## src/rtl/serial_sub_pkg.sv

```systemverilog
`default_nettype none
// ============================================================================
// Module      : serial_sub_pkg
// Description : Shared definitions for the bit-serial subtractor: FSM state
//               encoding and the bit-counter width helper.
// Revision    : 1.0 - initial release
// ============================================================================
package serial_sub_pkg;

    // FSM state encoding, explicitly 2 bits wide.
    typedef enum logic [1:0] {
        ST_IDLE = 2'd0,
        ST_RUN  = 2'd1,
        ST_DONE = 2'd2
    } state_t;

    localparam int c_max_width = 32;

    // The counter must be able to hold every value 0..WIDTH.
    function automatic int cnt_width(input int width);
        return $clog2(width + 1);
    endfunction

endpackage
`default_nettype wire

```

## src/rtl/serial_sub_fsub_cell.sv

```systemverilog
`default_nettype none
// ============================================================================
// Module      : fsub_cell
// Description : One-bit full subtractor, x - y - z.
// Ports       : x (minuend bit), y (subtrahend bit), z (borrow in)
//               -> d (difference bit), b (borrow out)
// Revision    : 1.0 - initial release
// ============================================================================
module fsub_cell (
    input  logic x,
    input  logic y,
    input  logic z,
    output logic d,
    output logic b
);

    assign d = x ^ y ^ z;
    assign b = (~x & y) | (~x & z) | (y & z);

endmodule
`default_nettype wire

```

## src/rtl/serial_sub.sv

```systemverilog
`default_nettype none
// ============================================================================
// Module      : serial_sub
// Description : Bit-serial subtractor computing a - b - bin, LSB first, one
//               bit per clock. Produces borrow-out and signed overflow.
// Ports       : clk, rst (sync, active-high)
//               start, a[WIDTH], b[WIDTH], bin   - request and operands
//               busy, done (1-cycle pulse)       - status
//               diff[WIDTH], bout, ovf           - held result
// Timing      : start sampled in IDLE; WIDTH RUN cycles; one DONE cycle.
// Revision    : 1.0 - initial release
// ============================================================================
module serial_sub
    import serial_sub_pkg::*;
#(
    parameter int WIDTH = 8
) (
    input  logic             clk,
    input  logic             rst,
    input  logic             start,
    input  logic [WIDTH-1:0] a,
    input  logic [WIDTH-1:0] b,
    input  logic             bin,
    output logic             busy,
    output logic             done,
    output logic [WIDTH-1:0] diff,
    output logic             bout,
    output logic             ovf
);

    localparam int              c_cw   = cnt_width(WIDTH);
    localparam logic [c_cw-1:0] c_last = c_cw'(WIDTH - 1);
    localparam logic [c_cw-1:0] c_one  = c_cw'(1);

    state_t           r_state;
    state_t           w_state_next;

    // r_a doubles as the result register: each RUN step consumes its LSB and
    // the difference bit is shifted into the MSB that the shift just vacated,
    // so after WIDTH steps it holds the complete difference.
    logic [WIDTH-1:0] r_a;
    logic [WIDTH-1:0] r_b;
    logic             r_borrow;
    logic [c_cw-1:0]  r_cnt;
    logic             r_amsb;
    logic             r_bmsb;
    logic [WIDTH-1:0] r_diff;
    logic             r_bout;
    logic             r_ovf;

    logic             w_d;
    logic             w_b;
    logic             w_last;
    logic [WIDTH-1:0] w_res_next;

    fsub_cell u_cell (
        .x (r_a[0]),
        .y (r_b[0]),
        .z (r_borrow),
        .d (w_d),
        .b (w_b)
    );

    assign w_last = (r_cnt == c_last);

    generate
        if (WIDTH == 1) begin : g_res_w1
            assign w_res_next = w_d;
        end else begin : g_res_wn
            assign w_res_next = {w_d, r_a[WIDTH-1:1]};
        end
    endgenerate

    // ------------------------------------------------------------------
    // FSM
    // ------------------------------------------------------------------
    always_ff @(posedge clk) begin
        if (rst) begin
            r_state <= ST_IDLE;
        end else begin
            r_state <= w_state_next;
        end
    end

    always_comb begin
        w_state_next = r_state;
        case (r_state)
            ST_IDLE: if (start)  w_state_next = ST_RUN;
            ST_RUN:  if (w_last) w_state_next = ST_DONE;
            ST_DONE: w_state_next = ST_IDLE;
            default: w_state_next = ST_IDLE;
        endcase
    end

    // ------------------------------------------------------------------
    // Datapath
    // ------------------------------------------------------------------
    always_ff @(posedge clk) begin
        if (rst) begin
            r_a      <= '0;
            r_b      <= '0;
            r_borrow <= 1'b0;
            r_cnt    <= '0;
            r_amsb   <= 1'b0;
            r_bmsb   <= 1'b0;
            r_diff   <= '0;
            r_bout   <= 1'b0;
            r_ovf    <= 1'b0;
        end else begin
            case (r_state)
                ST_IDLE: begin
                    if (start) begin
                        r_a      <= a;
                        r_b      <= b;
                        r_borrow <= bin;
                        r_cnt    <= '0;
                        // Operand sign bits are shifted away during RUN, so
                        // keep them for the overflow decision.
                        r_amsb   <= a[WIDTH-1];
                        r_bmsb   <= b[WIDTH-1];
                    end
                end
                ST_RUN: begin
                    r_a      <= w_res_next;
                    r_b      <= r_b >> 1;
                    r_borrow <= w_b;
                    r_cnt    <= r_cnt + c_one;
                    if (w_last) begin
                        // The final difference bit w_d is the result MSB.
                        r_diff <= w_res_next;
                        r_bout <= w_b;
                        r_ovf  <= (r_amsb != r_bmsb) && (w_d != r_amsb);
                    end
                end
                default: ;
            endcase
        end
    end

    assign busy = (r_state != ST_IDLE);
    assign done = (r_state == ST_DONE);
    assign diff = r_diff;
    assign bout = r_bout;
    assign ovf  = r_ovf;

endmodule
`default_nettype wire

```

## config.mk

```make
export PLATFORM = sky130hd
export DESIGN_NAME = serial_sub
export DESIGN_NICKNAME = d
export VERILOG_FILES = /design/src/rtl/serial_sub_pkg.sv /design/src/rtl/serial_sub_fsub_cell.sv /design/src/rtl/serial_sub.sv
export SDC_FILE = /design/constraint.sdc
export NUM_CORES = 1
export LEC_CHECK = 0
export CAP_MARGIN = 20
export CORE_MARGIN = 1.5
export CORE_UTILIZATION = 59
export CTS_CLUSTER_SIZE = 8
export DETAILED_ROUTE_END_ITERATION = 10
export DONT_BUFFER_PORTS = 1
export GPL_TIMING_DRIVEN = 0
export PLACE_DENSITY = 0.79
export SYNTH_ARGS = -nofsm -noshare
export SYNTH_HDL_FRONTEND = slang
export SYNTH_HIERARCHICAL = 1
export SYNTH_SLANG_ARGS = --single-unit
```

## constraint.sdc

```tcl
create_clock -name clk -period 1.7 [get_ports clk]
set_input_delay 0.34 -clock clk [delete_from_list [all_inputs] [get_ports clk]]
set_output_delay 0.34 -clock clk [all_outputs]
set_load 0.05 [all_outputs]
```

==> run metrics <==
CTS Buf Count 5; overflow left after global routing 0; largest net degree at the start of global routing 11; HPWL Detailed 2330 um; DR WL/cell around 15 um; internal power ~1.2 mW; Slew Viols, Final 0; # diodes 0; Leak between 0.6 and 0.7 nW; io pins 32; DR iter-0 viols 52; setup TNS 0 ns; Setup Skew 0.00744 ns; fin crit share 94.2%; share of power burned in the clock network 31.0%; Top delay family on crit path simple AND/OR/NAND/NOR gates; Post-Syn Area 1560 um2; Pre-Repair DR Iteration Count 4; share of layout cells above drive strength 1 about an eighth; hold path cells 2; layout overhead on the synthesized area 7.32%; Post-Place Cell Area approximately 1600 um2; Critical R2R Capture ovf$_SDFFE_PP0P_; Comb pwr share between 10 and 15%; CTS max path bufs 2; Worst-Skew Late Latency roughly 0.33 ns; Slowest-stage cell, CP or2_2; fmax ~620 MHz; post-synthesis cell count 189; GRT Total Usage 24.9%; crit path DAT 1.26 ns; Worst setup EP type output pin; critical path class reg -> out; sequential area share after synthesis between 40% and 50%; critical path fanouts, max 10; reg2reg path depth 6; initial antenna violation count 0; CTS tree built; fill cell total of the finished layout 229; Sw Share a little over a quarter; final count of hold timing violations 0; yosys warns 6; Routed Antenna Nets 0; Post-CTS Setup Inserts 0; routability congestion estimate between 0.8 and 0.9; VDD IR-drop max approximately 0.73 mV; RSZ-0062 raised after global routing false; Synth Area per Inst around 8 um2; IO buf count 0; Worst R2R Setup Slack ~0.20 ns; outcome complete, no violations; Psw 0.440 mW; die area about 3000 um2; post-synth top area share roughly 45%; register area between 700 and 800 um2; top cells by area in the synthesized netlist dfxtp_1, nor2_1, nor4_1; final non-filler cell area roughly 1700 um2; Final WS setup a little under 0.1 ns; die height approximately 54 um; CP max stage delay around 0.44 ns; post-layout util just under 70%; WP data required 1.36 ns; Clock transition at path regs 0.10 ns; Routed WL between 3000 and 4000 um; Via density between 5 and 6; DIE WIDTH between 50 and 60 um; Worst Tran Pin Value roughly 0.54 ns; HP Start a[7]; max cap viols 0; worst-path cell chain buf_4 -> or2_2; CTS Sinks 35; Rows 18; Worst Hold Class in -> reg; H-tree Lvls 2; vias 1331; Root Buffer clkbuf_4; nets roughly 220; max_slew headroom 63.9%; first-pass GRT wire length 5090 um; CP Buf/Inv Count 1; RR Startpoint r_a[0]$_SDFFE_PP0P_; hold worst-path end r_amsb$_SDFFE_PP0P_; Worst setup SP type register; Mapped Nets 211; Core Box Area around 2500 um2; DRC 0; Pwr Density ~990 nW/um2; Synth cell types 33; endpoints failing setup 0; Initial Util a little over three fifths; Final min period 1.60 ns; cell taking the most area after synthesis dfxtp_1; number of global-route vias before repair about 1200; register share of total power a little over half; hold_ws 0.144 ns; flops & latches, synth 35; area occupied by multi-input gates 749 um2; Critical Path Source r_state[0]$_SDFFE_PP0P_; Place WS ~0.14 ns
[per-stage QoR]
step / instances / power, mW
3_5_place_dp: 219 / 1.15
3_3_place_gp: 219 / 1.14
4_1_cts: 227 / 1.65
5_1_grt: 227 / 1.72
2_1_floorplan: 189 / 1.10
6_report: 227 / 1.65
[power by group through the flow]
stage                     combinational, mW  sequential, mW  clock (mW)
after floorplan                       0.190           0.912           0
after global placement                0.226           0.918           0
final                                 0.235           0.901       0.510
after global routing                  0.264           0.907       0.547
after CTS                             0.235           0.901       0.511
after detailed placement              0.232           0.920           0
[cells in the mapped netlist]
cell and number:
or3b_2 1, nor3b_1 1, o21ai_0 10, a21oi_1 18
clkbuf_1 5, or2_2 1, or3b_1 1, nand3b_1 2
and2b_1 1, a21oi_2 1, nand3_1 11, nand2b_1 3
nor3b_4 1, a21o_1 1, nand2_1 6, fa_1 1
nand2b_4 1, a311oi_1 1, o211ai_2 1, ha_1 1
buf_2 3, nor3_1 8, buf_4 5, nor2b_1 2
nor2_1 43, and3b_1 2, nor4_1 15, o21ba_2 1
buf_6 3, inv_1 2, or3_1 1, dfxtp_1 35
a211oi_1 1
[metal layers]
metal	share of wire (%)	wire length, um	global-route usage (%)	up-vias
met5	0	0	0	-
met4	2.0	68	11.3	0
met3	7.0	234	6.56	9
met2	47	1570	41.8	43
met1	43	1440	29.8	617
li1	-	-	-	662
[logic make-up after synthesis]
logic type | Yosys count | share of synthesized area, %
adder cells (fa/ha/maj) | 2 | 2.09
AND/OR/NAND/NOR | 100 | 33.1
flip-flops | 35 | 45.1
buffers and inverters | 18 | 7.24
AO/OA/AOI/OAI | 34 | 12.6
[flip-flops by register name, indices dropped and copies added, names as in the netlist]
register / count
r_a: 8
r_cnt: 4
r_amsb: 1
bout: 1
ovf: 1
diff: 8
r_b: 8
r_state: 2
r_bmsb: 1
r_borrow: 1
[cell usage in the layout (no fill, tap or decap)]
master,n
nor3_1,8
nor3b_1,1
clkbuf_1,6
nor2b_1,1
clkbuf_8,2
inv_1,2
or3_1,1
nand3_1,11
a21oi_2,1
clkbuf_4,5
nor4_1,15
dfxtp_1,35
a21oi_1,18
a311oi_1,1
or2_2,1
o21ba_2,1
buf_4,5
a211oi_1,1
nor3b_4,1
a21o_1,1
or3b_1,1
buf_6,3
and2b_1,1
nand3b_1,2
nor2b_4,1
fa_1,1
nand2b_4,1
nand2b_1,3
o21ai_0,10
buf_2,3
nand2_1,6
and3b_1,2
o211ai_2,1
ha_1,1
or3b_2,1
nor2_1,43
[final cells by class]
| cell class | instances | share of cell area (%) |
|---|---|---|
| multi-input cells | 136 | 44.9 |
| plain buffers | 16 | 6.30 |
| clock buffers | 8 | 4.12 |
| flip-flops and latches | 35 | 42.0 |
| well taps | 30 | 2.25 |
| inverters | 2 | 0.450 |
[worst max path at each step]
stage          endpoint  slack [ns]  depth (start not counted)
6_report           busy         0.1                          2
5_1_grt            busy        0.05                          2
4_1_cts            done        0.03                          2
3_5_place_dp       done        0.14                          2
3_3_place_gp       done        0.16                          2
2_1_floorplan      done        0.19                          2
[repair_timing]
action,CTS,global route
gates resized for setup,1,1
hold buffers,0,0
endpoints found under the setup margin,1,1
Note: power is estimated with default switching activity, not from simulation.
